### src/rtl/pipe_stage_skid_if.sv
// Handshake, payload and statistics bundle for one pipeline-stage boundary.
interface pipe_stage_skid_if #(
  parameter int unsigned CTRL_W = 8,
  parameter int unsigned DATA_W = 128,
  parameter int unsigned CNT_W  = 16
);
  logic              flush;
  logic              in_valid;
  logic              in_ready;
  logic [CTRL_W-1:0] in_ctrl;
  logic [DATA_W-1:0] in_data;
  logic              out_valid;
  logic              out_ready;
  logic [CTRL_W-1:0] out_ctrl;
  logic [DATA_W-1:0] out_data;
  logic [1:0]        occupancy;
  logic [CNT_W-1:0]  stall_cycles;
  logic [CNT_W-1:0]  flush_count;

  // Stage-side view.
  modport slave (
    input  flush, in_valid, in_ctrl, in_data, out_ready,
    output in_ready, out_valid, out_ctrl, out_data, occupancy, stall_cycles, flush_count
  );

  // Surrounding-pipeline view.
  modport master (
    output flush, in_valid, in_ctrl, in_data, out_ready,
    input  in_ready, out_valid, out_ctrl, out_data, occupancy, stall_cycles, flush_count
  );
endinterface

### src/rtl/pipe_stage_skid.sv
// Handshaked pipeline-stage register with a 2-entry skid buffer, flush and
// saturating stall/flush statistics. in_ready depends on state only.
module pipe_stage_skid #(
  parameter int unsigned CTRL_W = 8,
  parameter int unsigned DATA_W = 128,
  parameter int unsigned CNT_W  = 16
) (
  input  logic              clk,
  input  logic              reset,
  pipe_stage_skid_if.slave  bus
);

  typedef enum logic [1:0] {
    StEmpty = 2'd0,
    StOne   = 2'd1,
    StTwo   = 2'd2
  } state_e;

  state_e            r_state,     w_state_d;
  logic [CTRL_W-1:0] r_main_ctrl, w_main_ctrl_d;
  logic [DATA_W-1:0] r_main_data, w_main_data_d;
  logic [CTRL_W-1:0] r_skid_ctrl, w_skid_ctrl_d;
  logic [DATA_W-1:0] r_skid_data, w_skid_data_d;
  logic [CNT_W-1:0]  r_stall,     w_stall_d;
  logic [CNT_W-1:0]  r_flushes,   w_flushes_d;

  logic w_in_ready;
  logic w_out_valid;
  logic w_in_fire;
  logic w_out_fire;

  // Handshake decode; in_ready comes from the state register alone.
  always_comb begin
    w_in_ready  = (r_state != StTwo);
    w_out_valid = (r_state != StEmpty);
    w_in_fire   = bus.in_valid && w_in_ready;
    w_out_fire  = w_out_valid && bus.out_ready;
  end

  // Next state and payload movement; flush overrides both handshakes.
  always_comb begin
    w_state_d     = r_state;
    w_main_ctrl_d = r_main_ctrl;
    w_main_data_d = r_main_data;
    w_skid_ctrl_d = r_skid_ctrl;
    w_skid_data_d = r_skid_data;
    if (bus.flush) begin
      // Data registers keep their value; only ctrl is squashed.
      w_state_d     = StEmpty;
      w_main_ctrl_d = '0;
      w_skid_ctrl_d = '0;
    end else begin
      unique case (r_state)
        StEmpty: begin
          if (w_in_fire) begin
            w_state_d     = StOne;
            w_main_ctrl_d = bus.in_ctrl;
            w_main_data_d = bus.in_data;
          end
        end
        StOne: begin
          if (w_in_fire && w_out_fire) begin
            w_main_ctrl_d = bus.in_ctrl;
            w_main_data_d = bus.in_data;
          end else if (w_out_fire) begin
            w_state_d     = StEmpty;
            w_main_ctrl_d = '0;
          end else if (w_in_fire) begin
            w_state_d     = StTwo;
            w_skid_ctrl_d = bus.in_ctrl;
            w_skid_data_d = bus.in_data;
          end
        end
        StTwo: begin
          if (w_out_fire) begin
            w_state_d     = StOne;
            w_main_ctrl_d = r_skid_ctrl;
            w_main_data_d = r_skid_data;
            w_skid_ctrl_d = '0;
          end
        end
        default: begin
          w_state_d     = StEmpty;
          w_main_ctrl_d = '0;
          w_skid_ctrl_d = '0;
        end
      endcase
    end
  end

  // Saturating statistics counters.
  always_comb begin
    w_stall_d   = r_stall;
    w_flushes_d = r_flushes;
    if (w_out_valid && !bus.out_ready && !bus.flush && (r_stall != '1)) begin
      w_stall_d = r_stall + CNT_W'(1);
    end
    if (bus.flush && (r_state != StEmpty) && (r_flushes != '1)) begin
      w_flushes_d = r_flushes + CNT_W'(1);
    end
  end

  // State, payload and counter registers; reset clears everything at once.
  always_ff @(posedge clk or negedge reset) begin
    if (!reset) begin
      r_state     <= StEmpty;
      r_main_ctrl <= '0;
      r_main_data <= '0;
      r_skid_ctrl <= '0;
      r_skid_data <= '0;
      r_stall     <= '0;
      r_flushes   <= '0;
    end else begin
      r_state     <= w_state_d;
      r_main_ctrl <= w_main_ctrl_d;
      r_main_data <= w_main_data_d;
      r_skid_ctrl <= w_skid_ctrl_d;
      r_skid_data <= w_skid_data_d;
      r_stall     <= w_stall_d;
      r_flushes   <= w_flushes_d;
    end
  end

  assign bus.in_ready     = w_in_ready;
  assign bus.out_valid    = w_out_valid;
  assign bus.out_ctrl     = r_main_ctrl;
  assign bus.out_data     = r_main_data;
  assign bus.occupancy    = r_state;
  assign bus.stall_cycles = r_stall;
  assign bus.flush_count  = r_flushes;

endmodule

### src/flat_wrapper.sv
// flat-port wrapper written by rule: the top's interface ports become plain ports
module pipe_stage_skid_flat 
#(
  parameter int unsigned CTRL_W = 8,
  parameter int unsigned DATA_W = 128,
  parameter int unsigned CNT_W  = 16
)
  (clk, reset, bus_flush, bus_in_valid, bus_in_ctrl, bus_in_data, bus_out_ready, bus_in_ready, bus_out_valid, bus_out_ctrl, bus_out_data, bus_occupancy, bus_stall_cycles, bus_flush_count);
  pipe_stage_skid_if #(.CTRL_W(CTRL_W), .DATA_W(DATA_W), .CNT_W(CNT_W)) bus_i ();
  input  logic clk;
  input  logic reset;
  input wire logic [$bits(bus_i.flush)-1:0] bus_flush;
  input wire logic [$bits(bus_i.in_valid)-1:0] bus_in_valid;
  input wire logic [$bits(bus_i.in_ctrl)-1:0] bus_in_ctrl;
  input wire logic [$bits(bus_i.in_data)-1:0] bus_in_data;
  input wire logic [$bits(bus_i.out_ready)-1:0] bus_out_ready;
  output wire logic [$bits(bus_i.in_ready)-1:0] bus_in_ready;
  output wire logic [$bits(bus_i.out_valid)-1:0] bus_out_valid;
  output wire logic [$bits(bus_i.out_ctrl)-1:0] bus_out_ctrl;
  output wire logic [$bits(bus_i.out_data)-1:0] bus_out_data;
  output wire logic [$bits(bus_i.occupancy)-1:0] bus_occupancy;
  output wire logic [$bits(bus_i.stall_cycles)-1:0] bus_stall_cycles;
  output wire logic [$bits(bus_i.flush_count)-1:0] bus_flush_count;
  assign bus_i.flush = bus_flush;
  assign bus_i.in_valid = bus_in_valid;
  assign bus_i.in_ctrl = bus_in_ctrl;
  assign bus_i.in_data = bus_in_data;
  assign bus_i.out_ready = bus_out_ready;
  assign bus_in_ready = bus_i.in_ready;
  assign bus_out_valid = bus_i.out_valid;
  assign bus_out_ctrl = bus_i.out_ctrl;
  assign bus_out_data = bus_i.out_data;
  assign bus_occupancy = bus_i.occupancy;
  assign bus_stall_cycles = bus_i.stall_cycles;
  assign bus_flush_count = bus_i.flush_count;
  pipe_stage_skid #(.CTRL_W(CTRL_W), .DATA_W(DATA_W), .CNT_W(CNT_W)) u_core (.clk(clk), .reset(reset), .bus(bus_i));
endmodule
### config.mk
export PLATFORM = sky130hd
export DESIGN_NAME = pipe_stage_skid_flat
export DESIGN_NICKNAME = d
export VERILOG_FILES = /design/src/rtl/pipe_stage_skid_if.sv /design/src/rtl/pipe_stage_skid.sv /design/src/flat_wrapper.sv
export SDC_FILE = /design/constraint.sdc
export NUM_CORES = 1
export LEC_CHECK = 0
export BUFFER_PORTS_ARGS = -buffer_cell sky130_fd_sc_hd__clkbuf_2
export CORE_UTILIZATION = 37
export CTS_CLUSTER_SIZE = 8
export DETAILED_ROUTE_END_ITERATION = 10
export GPL_ROUTABILITY_DRIVEN = 0
export PLACE_DENSITY = 0.58
export SYNTH_ARGS = -nofsm -noshare
export SYNTH_HDL_FRONTEND = slang
export SYNTH_SLANG_ARGS = --single-unit
export TNS_END_PERCENT = 30
### constraint.sdc
create_clock -name clk -period 5.9 [get_ports clk]
set_clock_uncertainty 0.2 [all_clocks]
set_input_delay 0.295 -clock clk [delete_from_list [all_inputs] [get_ports clk]]
set_output_delay 0.295 -clock clk [all_outputs]
set_load 0.05 [all_outputs]
Word-level counts from Yosys, hierarchy flattened
Cells that the tools add are included.
{"block": "word_totals", "reg_bits": 306}
{"block": "op_classes", "reduce_logical": 18, "addsub": 2, "n_eq_ne": 16, "n_mux": 21, "bitwise": 3}
{"op": "$mux W128", "count": 3}
{"op": "$pmux W128 S3", "count": 1}
{"op": "$mux W8", "count": 8}
{"op": "$pmux W8 S3", "count": 2}
{"op": "$add A16 B1 Y16 const B", "count": 2}
{"op": "$ne A16 B16 Y1 const B", "count": 2}
{"op": "$reduce_and A5 Y1", "count": 3}
{"op": "$mux W2", "count": 6}
{"op": "$ne A3 B2 Y1 const B", "count": 3}
{"op": "$logic_and A1 B1 Y1", "count": 8}
{"op": "$ne A4 B2 Y1 const B", "count": 2}
{"op": "$ne A2 B1 Y1 const B", "count": 3}
{"op": "$ne A3 B3 Y1 const B", "count": 2}
{"op": "$pmux W2 S3", "count": 1}
{"op": "$ne A2 B2 Y1 const B", "count": 2}
{"op": "$reduce_and A4 Y1", "count": 1}
{"op": "$not A1 Y1", "count": 3}
{"op": "$reduce_and A3 Y1", "count": 1}
{"op": "$reduce_bool A3 Y1", "count": 1}
{"op": "$eq A2 B1 Y1 const B", "count": 1}
{"op": "$eq A2 B2 Y1 const B", "count": 1}
{"op": "$logic_not A1 Y1", "count": 2}
{"op": "$logic_not A2 Y1", "count": 1}
{"op": "$reduce_bool A2 Y1", "count": 1}

Longest topological paths before layout
Gate-level depths: netlist (run 1).
{"block": "depth", "ltp_word": 7, "mapped_depth": 8, "ltp_nobuf": 5}

Least setup slack after synthesis (run 1)
No wires, ideal clock.
{"block": "synth_path", "kind": "reg2reg", "start": "register u_core.r_state[0] (netlist: u_core.bus.occupancy[0])", "end": "register u_core.r_main_data[100] (netlist: u_core.bus.out_data[100])", "setup_time_ns": 0.125, "slack_ns": 3.461, "period_less_slack_ns": 2.439, "path_stages_with_launch": 8, "arrival_time_ns": 2.114, "n_path_buf": 3, "cell_sequence": "dfrtp_1 > buf_6 > nor2b_4 > or3b_1 > a21oi_2 > buf_12 > buf_12 > mux2_4"}
{"block": "synth_between", "elab_chain_cells": 5, "word_cells_on_any_way": 14, "cone_classes": "eq/ne (6); mux (1); reduce/logical (7)"}
{"item": "start: declaration", "line": "pipe_stage_skid.sv:19", "source": "state_e r_state, w_state_d;"}
{"item": "start signal: assignment", "line": "pipe_stage_skid.sv:106", "source": "r_state <= StEmpty;"}
{"item": "start signal: assignment", "line": "pipe_stage_skid.sv:114", "source": "r_state <= w_state_d;"}
{"item": "$ne A2 B2 Y1 or $reduce_bool A2 Y1 (tied branches)", "line": "pipe_stage_skid.sv:34, pipe_stage_skid.sv:35"}
{"item": "$logic_and A1 B1 Y1, on equally long branches", "line": "pipe_stage_skid.sv:36, pipe_stage_skid.sv:37"}
{"item": "$logic_and A1 B1 Y1", "line": "pipe_stage_skid.sv:62", "source": "if (w_in_fire && w_out_fire) begin"}
{"item": "$ne A2 B1 Y1 (no source line)"}
{"item": "$reduce_and A5 Y1 (no source line)"}
{"item": "end signal: assignment", "line": "pipe_stage_skid.sv:116", "source": "r_main_data <= w_main_data_d;"}
{"item": "end: declaration", "line": "pipe_stage_skid.sv:21", "source": "logic [DATA_W-1:0] r_main_data, w_main_data_d;"}
Several ways; a longest one is shown, not always the timed one.
A chain may end at the register's enable or synchronous reset.

Worst setup path after layout (run 1)
{"block": "layout_path", "start": "register u_core.r_state[0] (netlist: u_core.bus.occupancy[0])", "end": "output bus_in_ready"}
{"block": "layout_between", "elab_chain_cells": 1}
{"item": "$ne A2 B2 Y1", "line": "pipe_stage_skid.sv:34", "source": "w_in_ready = (r_state != StTwo);"}
{"item": "end: declaration", "line": "flat_wrapper.sv:17", "source": "output wire logic [$bits(bus_i.in_ready)-1:0] bus_in_ready;"}
Every way passes these cells.

==> reports/metrics.sh, run 1 <==
RUN_STATUS='finished, final reports clean'
CLOCK_NETWORK_LATENCY_TO_THE_LATER_PIN_OF_THE_WORST_SKEW_PAIR_PS=540
NUMCTSBUFFERS=44
R2R_SLACK_PS=3000
ANTENNA_VIOLATIONS_BEFORE_REPAIR=0
HOLD_EP='u_core.bus.occupancy[1]'
RSZ0062_AT_GRT='false'
LEAKAGE_nW=9.77
SYNTH-ADDER-AREA-SHARE_PCT=0.178
AREAGROWTHSYNTHTOFINISH_PCT=30.8
REQUIRED_PS=5410
POSTCTSRESIZEDCELLS=0
CRITICAL_PATH_PEAK_FANOUT=70
WIRELENGTH_MICRONS=36800
SYNTH.AREA.TOP_CELLS='sky130_fd_sc_hd__dfrtp_1 (55%), sky130_fd_sc_hd__nand2_1 (21%), sky130_fd_sc_hd__mux2_4 (11%)'
CLKTRANSATPATHREGS_PS=50
YOSYS_WARNINGS=0
HTREE_LEVELS=2
ASYNC_FLOP_SHARE_PCT=100
INITIAL_CORE_UTIL_PCT=38.0
DISTINCT_CELL_TYPE_COUNT_OF_THE_SYNTHESIZED_NETLIST=44
CAP_VIOLATIONS=0
GRT_FIRST_PASS_WIRELENGTH_MICRONS=59300
NUMBER_OF_SYNTHESIZED_FLOPS_WITH_AN_ENABLE_PIN=0
DRT_ITER0_MARKERS=489
POST_SYNTH_XOR_AREA_FRACTION_PCT=1.81
REPORT.POWER.TOTAL_mW=6.92
ROUTEDWLPERCELL_MICRONS=15.5
SYNTH_TOP_AREA_CELL='sky130_fd_sc_hd__dfrtp_1'
DRT_DRC_VIOLATIONS_LEFT=0
SYNTH-COMPOUND-AREA-SHARE_PCT=1.81
POST-ROUTE-MIN-PERIOD_PS=3560
SYNTHESIS.AREA_PER_INSTANCE_SQ_UM=9.73
SYNTHESIS.INSTANCES=1442
CLOCK_SINK_COUNT=306
HOLD_VIOLATIONS=0
PLACE.DETAILED.HPWL_MICRONS=22200
COUNT_OF_STANDARD_CELL_ROWS=70
FIN_UTIL_PCT=49.6
GRT_START_MAX_NET_PINS=156
SYNTH.YOSYS.SEQ_AREA_SHARE_PCT=54.6
DIE_WIDTH_MICRONS=197
VIAS=11200
FIN_TNS_SETUP_PS=0
CLOCK_PATH_BUFFERS=3
CLOCK_TREE.ROOT_CELL='sky130_fd_sc_hd__clkbuf_16'
ANTENNA_CELLS_INSERTED=0
FF_TO_FF_END='u_core.r_skid_data[16]'
FINAL_ANT_VIOL_NETS=0
HP-START='bus_out_ready'
CRITICALPATHCATEGORY='flip-flop to primary output'
SYNTH.MOST_COMMON_CELL='sky130_fd_sc_hd__nand2_1'
NUM_IO_PINS=313
HOLD_PATH.CLASS='input pin to flip-flop'
CTS_SETUP_BUFFERS=0
DIEHEIGHT_MICRONS=197
MIN_DELAY_PATH_DEPTH=4
POST_SYNTH_DESIGN_CELL_AREA_SQ_MM=0.0140
FINAL_NET_COUNT=2013
POWER.DENSITY_CELL_AREA_mW_PER_MM2=377
FLOORPLAN.CORE_AREA_SQ_MM=0.0370
CTS_TREE='done'
COUNT_OF_BUFFERS_FROM_PORT_BUFFERING=312
WORST_SLEW_MARGIN_REL_PCT=31.4
DOMINANT_COMBINATIONAL_CELL_FAMILY_BY_AREA_AFTER_SYNTHESIS='simple AND/OR/NAND/NOR gates'
CRITICAL_PATH_STARTPOINT_CATEGORY='flip-flop'
LAYOUT-DRIVE-GT1-SHARE_PCT=27.4
FINAL.SETUP.WORST_SLACK_PS=2340
CRITICAL_PATH.ENDPOINT_TYPE='primary output'
GR-USAGE-ALL-LAYERS_PCT=19.1
PLACEMENT.SETUP.WORST_SLACK_PS=2850
DIE_AREA_SQ_MM=0.0387
REPORT.FINAL.SLEW_VIOL_COUNT=0
FMAX_GHz=0.281
TIMING.RR.START='u_core.bus.occupancy[1]'
DRT_FIRST_PASS_ITERS=5
SYNTH_LARGEST_TYPE_AREA_FRACTION_PCT=54.6
TIMING.FINAL.SETUP_VIOLATIONS=0
FINAL.FILL_COUNT=3421
GLOBALROUTE.TOTALOVERFLOW=0
IR_WORST_VDD_uV=290
AREA_SHARE_OF_AND_OR_NAND_NOR_CELLS_AFTER_SYNTHESIS_PCT=24.3
POSTSYNTHNETCOUNT=1585
SYNTH_TOP_CELLS_BY_COUNT='sky130_fd_sc_hd__nand2_1 (782), sky130_fd_sc_hd__dfrtp_1 (306), sky130_fd_sc_hd__mux2_4 (100)'
SYNTH.FF_LATCH_COUNT=306
WORST_R2R_PATH_DEPTH=5
POST_SYNTH_MUX_AREA_SHARE_PCT=13.4
DOMINANTREGCELLSYNTH='sky130_fd_sc_hd__dfrtp_1'
ROUTED_VIA_DENSITY=4.70
GRT_PASS1_VIAS=11300
WORSTMARGINPINSLEW_PS=1030
FINALCRITPERIODSHARE_PCT=60.3
ARRIVAL_TIME_AT_THE_WORST_ENDPOINT_PS=3060
-- critical path, stage by stage (launching register included) --
cell                       delay, ps
sky130_fd_sc_hd__dfrtp_1         520
sky130_fd_sc_hd__and2b_4         260
sky130_fd_sc_hd__inv_4           510
sky130_fd_sc_hd__buf_4           790
sky130_fd_sc_hd__clkbuf_2        410
-- flip-flops by register name, indices dropped and copies added, names as in the netlist --
register,cells
u_core.bus.flush_count,16
u_core.bus.stall_cycles,16
u_core.r_skid_data,128
u_core.r_skid_ctrl,8
u_core.bus.out_data,128
u_core.bus.out_ctrl,8
u_core.bus.occupancy,2
-- cell families after synthesis --
| logic type | after synthesis |
|---|---|
| buf+inv | 82 |
| simple gates | 859 |
| compound gates | 30 |
| mux | 134 |
| flops | 306 |
| fa+ha+maj | 2 |
| xor+xnor | 29 |
-- area by class of cell --
cell class,instances,area (sq um),share of cell area [%]
flip-flops and latches,306,7660,41.7
multi-input cells,1054,5850,31.9
repair buffers,461,3060,16.7
clock buffers,45,1130,6.14
well taps,504,631,3.44
inverters,3,13.8,0.0750
clock inverters,1,8.76,0.0477
-- placed cells by master, fill, tap and decap left out, types with 3 or more instances in the layout --
cell,n
sky130_fd_sc_hd__nand4_1,12
sky130_fd_sc_hd__nor3_1,8
sky130_fd_sc_hd__nand3_1,11
sky130_fd_sc_hd__mux2_4,100
sky130_fd_sc_hd__a22o_1,23
sky130_fd_sc_hd__dfrtp_1,306
sky130_fd_sc_hd__buf_4,9
sky130_fd_sc_hd__xnor2_1,6
sky130_fd_sc_hd__clkbuf_2,311
sky130_fd_sc_hd__nand2_1,782
sky130_fd_sc_hd__nor4b_1,4
sky130_fd_sc_hd__nor3b_1,3
sky130_fd_sc_hd__xor2_1,23
sky130_fd_sc_hd__clkbuf_16,45
sky130_fd_sc_hd__mux2_2,30
sky130_fd_sc_hd__nor4_1,10
sky130_fd_sc_hd__dlygate4sd3_1,138
sky130_fd_sc_hd__nor2_1,10
-- metrics by stage --
stage                     cells  hold WS (ps)  area [sq um]
after detailed placement   2190           161         15800
after floorplan            1442          -201         14000
after global routing       2374          67.6         18300
final                      2374          42.8         18300
after CTS                  2374          10.8         18300
after global placement     2190           166         15800
-- layer usage --
metal  wire (microns)  global-route usage [%]
met5                0                       0
met4              705                    5.28
met3             2270                    5.01
met2            17000                    30.9
met1            16800                    25.2
-- power by group --
part / leakage [nW] / internal (mW) / switching, mW
Combinational: 5.41 / 0.625 / 1.26
Clock: 0.559 / 1.33 / 0.863
Sequential: 3.81 / 2.55 / 0.291
Total: 9.77 / 4.50 / 2.42
-- timing repair --
action                                 4_1_cts  5_1_grt
hold buffers                               138        0
setup endpoints to repair                    0        0
endpoints found under the hold margin      361        0
-- how the worst max path moves through the flow --
stage / end / cells past startpoint / slack [ps] / from
after global placement: bus_in_ready / 4 / 2920 / u_core.bus.occupancy[0]
after CTS: bus_in_ready / 4 / 2280 / u_core.bus.occupancy[0]
after floorplan: u_core.bus.out_data[100] / 7 / 3460 / u_core.bus.occupancy[0]
after global routing: bus_in_ready / 4 / 2130 / u_core.bus.occupancy[0]
after detailed placement: bus_in_ready / 4 / 2850 / u_core.bus.occupancy[0]
final: bus_in_ready / 4 / 2340 / u_core.bus.occupancy[0]
Note: power is estimated with default switching activity, not from simulation.
==> run 2, diff against run 1 <==
PLACE_DENSITY = 0.6   (was 0.58)
clock period = 2.91 ns   (was 5.9 ns; I/O delays follow)
==> run 2 against run 1 <==
Compared with the run above: global-route usage rose by 0.83 points; cell count increased by 0.84%; combinational power grew 100%; non-clock buffer count grew 15; power up 110%; worst setup slack worse by 2000 ps; clock power rose by 110%; die area stayed put; critical endpoint unchanged; largest power group unchanged.
==> reports/metrics.sh, run 2 (synthesized netlist as in run 1, its figures left out) <==
DIE_AREA_SQ_MM=0.0387  # unchanged
NUMCTSBUFFERS=44  # unchanged
DP_CELLS=2203  # was 2190
PLACEMENT.SETUP.WORST_SLACK_PS=375  # was 2850 ps
GLOBALROUTE.TOTALOVERFLOW=0  # unchanged
GRT_PASS1_VIAS=11900  # was 11300
CLKTRANSATPATHREGS_PS=50  # about the same
GRT_FIRST_PASS_WIRELENGTH_MICRONS=61800  # was 59300 microns
DRT_FIRST_PASS_ITERS=5  # unchanged
CLOCK_SINK_COUNT=306  # unchanged
ROUTEDWLPERCELL_MICRONS=15.6  # was 15.5 microns
GR-USAGE-ALL-LAYERS_PCT=19.9  # was 19.1%
WORST_SLEW_MARGIN_REL_PCT=48.3  # was 31.4%
DRT_DRC_VIOLATIONS_LEFT=0  # unchanged
GRT_START_MAX_NET_PINS=138  # was 156
WORSTMARGINPINSLEW_PS=776  # was 1030 ps
POST-ROUTE-MIN-PERIOD_PS=2610
COUNT_OF_BUFFERS_FROM_PORT_BUFFERING=312  # unchanged
HOLD_VIOLATIONS=0  # unchanged
CRITICAL_PATH_PEAK_FANOUT=53  # was 70
ROUTED_VIA_DENSITY=4.74  # was 4.70
LEAKAGE_nW=9.90  # was 9.77 nW
CTS_TREE='done'  # unchanged
CRITICAL-PATH-SLOWEST-CELL='sky130_fd_sc_hd__dfrtp_1'  # was sky130_fd_sc_hd__buf_4
FINAL_ANT_VIOL_NETS=0  # unchanged
CAP_VIOLATIONS=0  # unchanged
LAYOUT.CELLS.MOST_COMMON='sky130_fd_sc_hd__nand2_1'  # unchanged
HOLD_PATH.CLASS='input pin to async pin'  # was input pin to flip-flop
LAYOUT-DRIVE-GT1-SHARE_PCT=27.9  # was 27.4%
CRITICAL_PATH.ENDPOINT_TYPE='primary output'  # unchanged
POSTCTSRESIZEDCELLS=0  # unchanged
NUM_IO_PINS=313  # unchanged
POWER.DENSITY_CELL_AREA_mW_PER_MM2=762  # was 377 mW/mm^2
COUNT_OF_STANDARD_CELL_ROWS=70  # unchanged
FINAL_CELLS=2394  # was 2374
RSZ0062_AT_GRT='false'  # unchanged
FMAX_GHz=0.383
CRITPATHBUFINV=3  # unchanged
ARRIVAL_TIME_AT_THE_WORST_ENDPOINT_PS=2260  # was 3060 ps
FLOORPLAN.CORE_AREA_SQ_MM=0.0370  # unchanged
INITIAL_CORE_UTIL_PCT=38.0  # unchanged
DIE_WIDTH_MICRONS=197  # unchanged
CRITPATHMAXSTAGEDELAY_PS=540  # was 790 ps
PATH_CELLS='and2b_4 > inv_4 > buf_12 > clkbuf_2'  # was and2b_4 > inv_4 > buf_4 > clkbuf_2
DRT_ITER0_MARKERS=554  # was 489
IR_WORST_VDD_uV=696  # was 290 uV
CLOCK_PATH_BUFFERS=3  # unchanged
COMMONEST_CELLS_AFTER_ROUTING_FILL_AND_TAPS_ASIDE='sky130_fd_sc_hd__nand2_1 (782), sky130_fd_sc_hd__clkbuf_2 (311), sky130_fd_sc_hd__dfrtp_1 (306)'  # unchanged
ANTENNA_VIOLATIONS_BEFORE_REPAIR=1  # was 0
VIAS=11400  # was 11200
AREAGROWTHSYNTHTOFINISH_PCT=32.8  # was 30.8%
HTREE_LEVELS=2  # unchanged
WIRELENGTH_MICRONS=37400  # was 36800 microns
FINAL.SETUP.WORST_SLACK_PS=300  # was 2340 ps
PLACE.DETAILED.HPWL_MICRONS=22600  # was 22200 microns
RUN_STATUS='finished, final reports clean'  # unchanged
FIN_TNS_SETUP_PS=0  # unchanged
CRITPATHTOPFAMILY='buffers and inverters'  # unchanged
CRITICALPATHCATEGORY='flip-flop to primary output'  # unchanged
CLOCK_TREE.ROOT_CELL='sky130_fd_sc_hd__clkbuf_16'  # unchanged
CLOCK_NETWORK_LATENCY_TO_THE_LATER_PIN_OF_THE_WORST_SKEW_PAIR_PS=550  # was 540 ps
CRITICAL_PATH_STARTPOINT_CATEGORY='flip-flop'  # unchanged
REQUIRED_PS=2560  # was 5410 ps
FINAL_NET_COUNT=2028  # was 2013
DIEHEIGHT_MICRONS=197  # unchanged
TIMING.FINAL.SETUP_VIOLATIONS=0  # unchanged
FINALCRITPERIODSHARE_PCT=89.7
REPORT.FINAL.SLEW_VIOL_COUNT=0  # unchanged
-- run 2: changes by cell type in the layout (fill, tap and decap cells not counted), sizes merged --
cell         previous run  this run
inv                     3         5
clkinv                  1         0
bufinv                  0         1
clkbuf                356       358
dlygate4sd3           138       140
buf                    12        25
diode                   0         1
-- run 2: routing by layer --
metal / GRT usage (%) / wire length [microns] / up-vias
met5: 0 / 0 / -
met4: 7.12 / 929 / 0
met3: 4.71 / 2400 / 69
met2: 32.5 / 17300 / 316
met1: 25.9 / 16700 / 5512
li1: - / - / 5457
-- run 2: power by group --
group | internal [mW] | switching (mW) | leakage (nW) | total, mW
Combinational | 1.29 | 2.58 | 5.51 | 3.87
Clock | 2.80 | 1.76 | 0.580 | 4.56
Sequential | 5.17 | 0.590 | 3.81 | 5.76
-- run 2: repair_timing --
item                      in CTS  in global routing
hold endpoints to repair     486                  0
buffers inserted               0                  0
hold buffers                 140                  0
-- run 2: worst register-to-register path, cell delays in order (launching register included) --
cell and delay, ps:
sky130_fd_sc_hd__dfrtp_1 500, sky130_fd_sc_hd__nor2b_4 210, sky130_fd_sc_hd__or3b_1 400, sky130_fd_sc_hd__a21oi_4 350
sky130_fd_sc_hd__buf_4 370, sky130_fd_sc_hd__mux2_2 380
-- run 2: worst paths after layout --
kind / start / to / slack [ps] / cells past startpoint
max: u_core.bus.occupancy[0] / bus_in_ready / 300 / 4
min: reset / u_core.bus.out_data[64] / 20 / 2
max reg2reg: u_core.bus.occupancy[0] / u_core.bus.out_data[115] / 390 / 5
min reg2reg: u_core.r_skid_data[122] / u_core.r_skid_data[122] / 270 / 2
max in group asynchronous: reset / u_core.r_skid_data[9] / 1610 / 3
min in group clk: bus_in_valid / u_core.bus.occupancy[1] / 90 / 3
-- run 2: layout make-up --
class / count / area, sq um
Timing Repair Buffer: 476 / 3290
Multi-Input combinational cell: 1054 / 5850
Inverter: 3 / 13.8
Clock inverter: 3 / 47.5
Antenna cell: 1 / 2.50
Tap cell: 504 / 631
Sequential cell: 306 / 7660
Fill cell: 3366 / 18300
Clock buffer: 47 / 1130
-- run 2: stage by stage --
stage | power [mW] | utilization (%) | area (sq um) | hold WS (ps)
detailed placement | 9.55 | 43.4 | 16000 | 15.1
floorplan | 8.51 | - | 14000 | -350
finish | 14.2 | 50.4 | 18600 | 20.6
CTS | 14.4 | 50.4 | 18600 | 24.8
global placement | 9.47 | 43.4 | 16000 | 13.3
global route | 14.9 | 50.4 | 18600 | 60.6
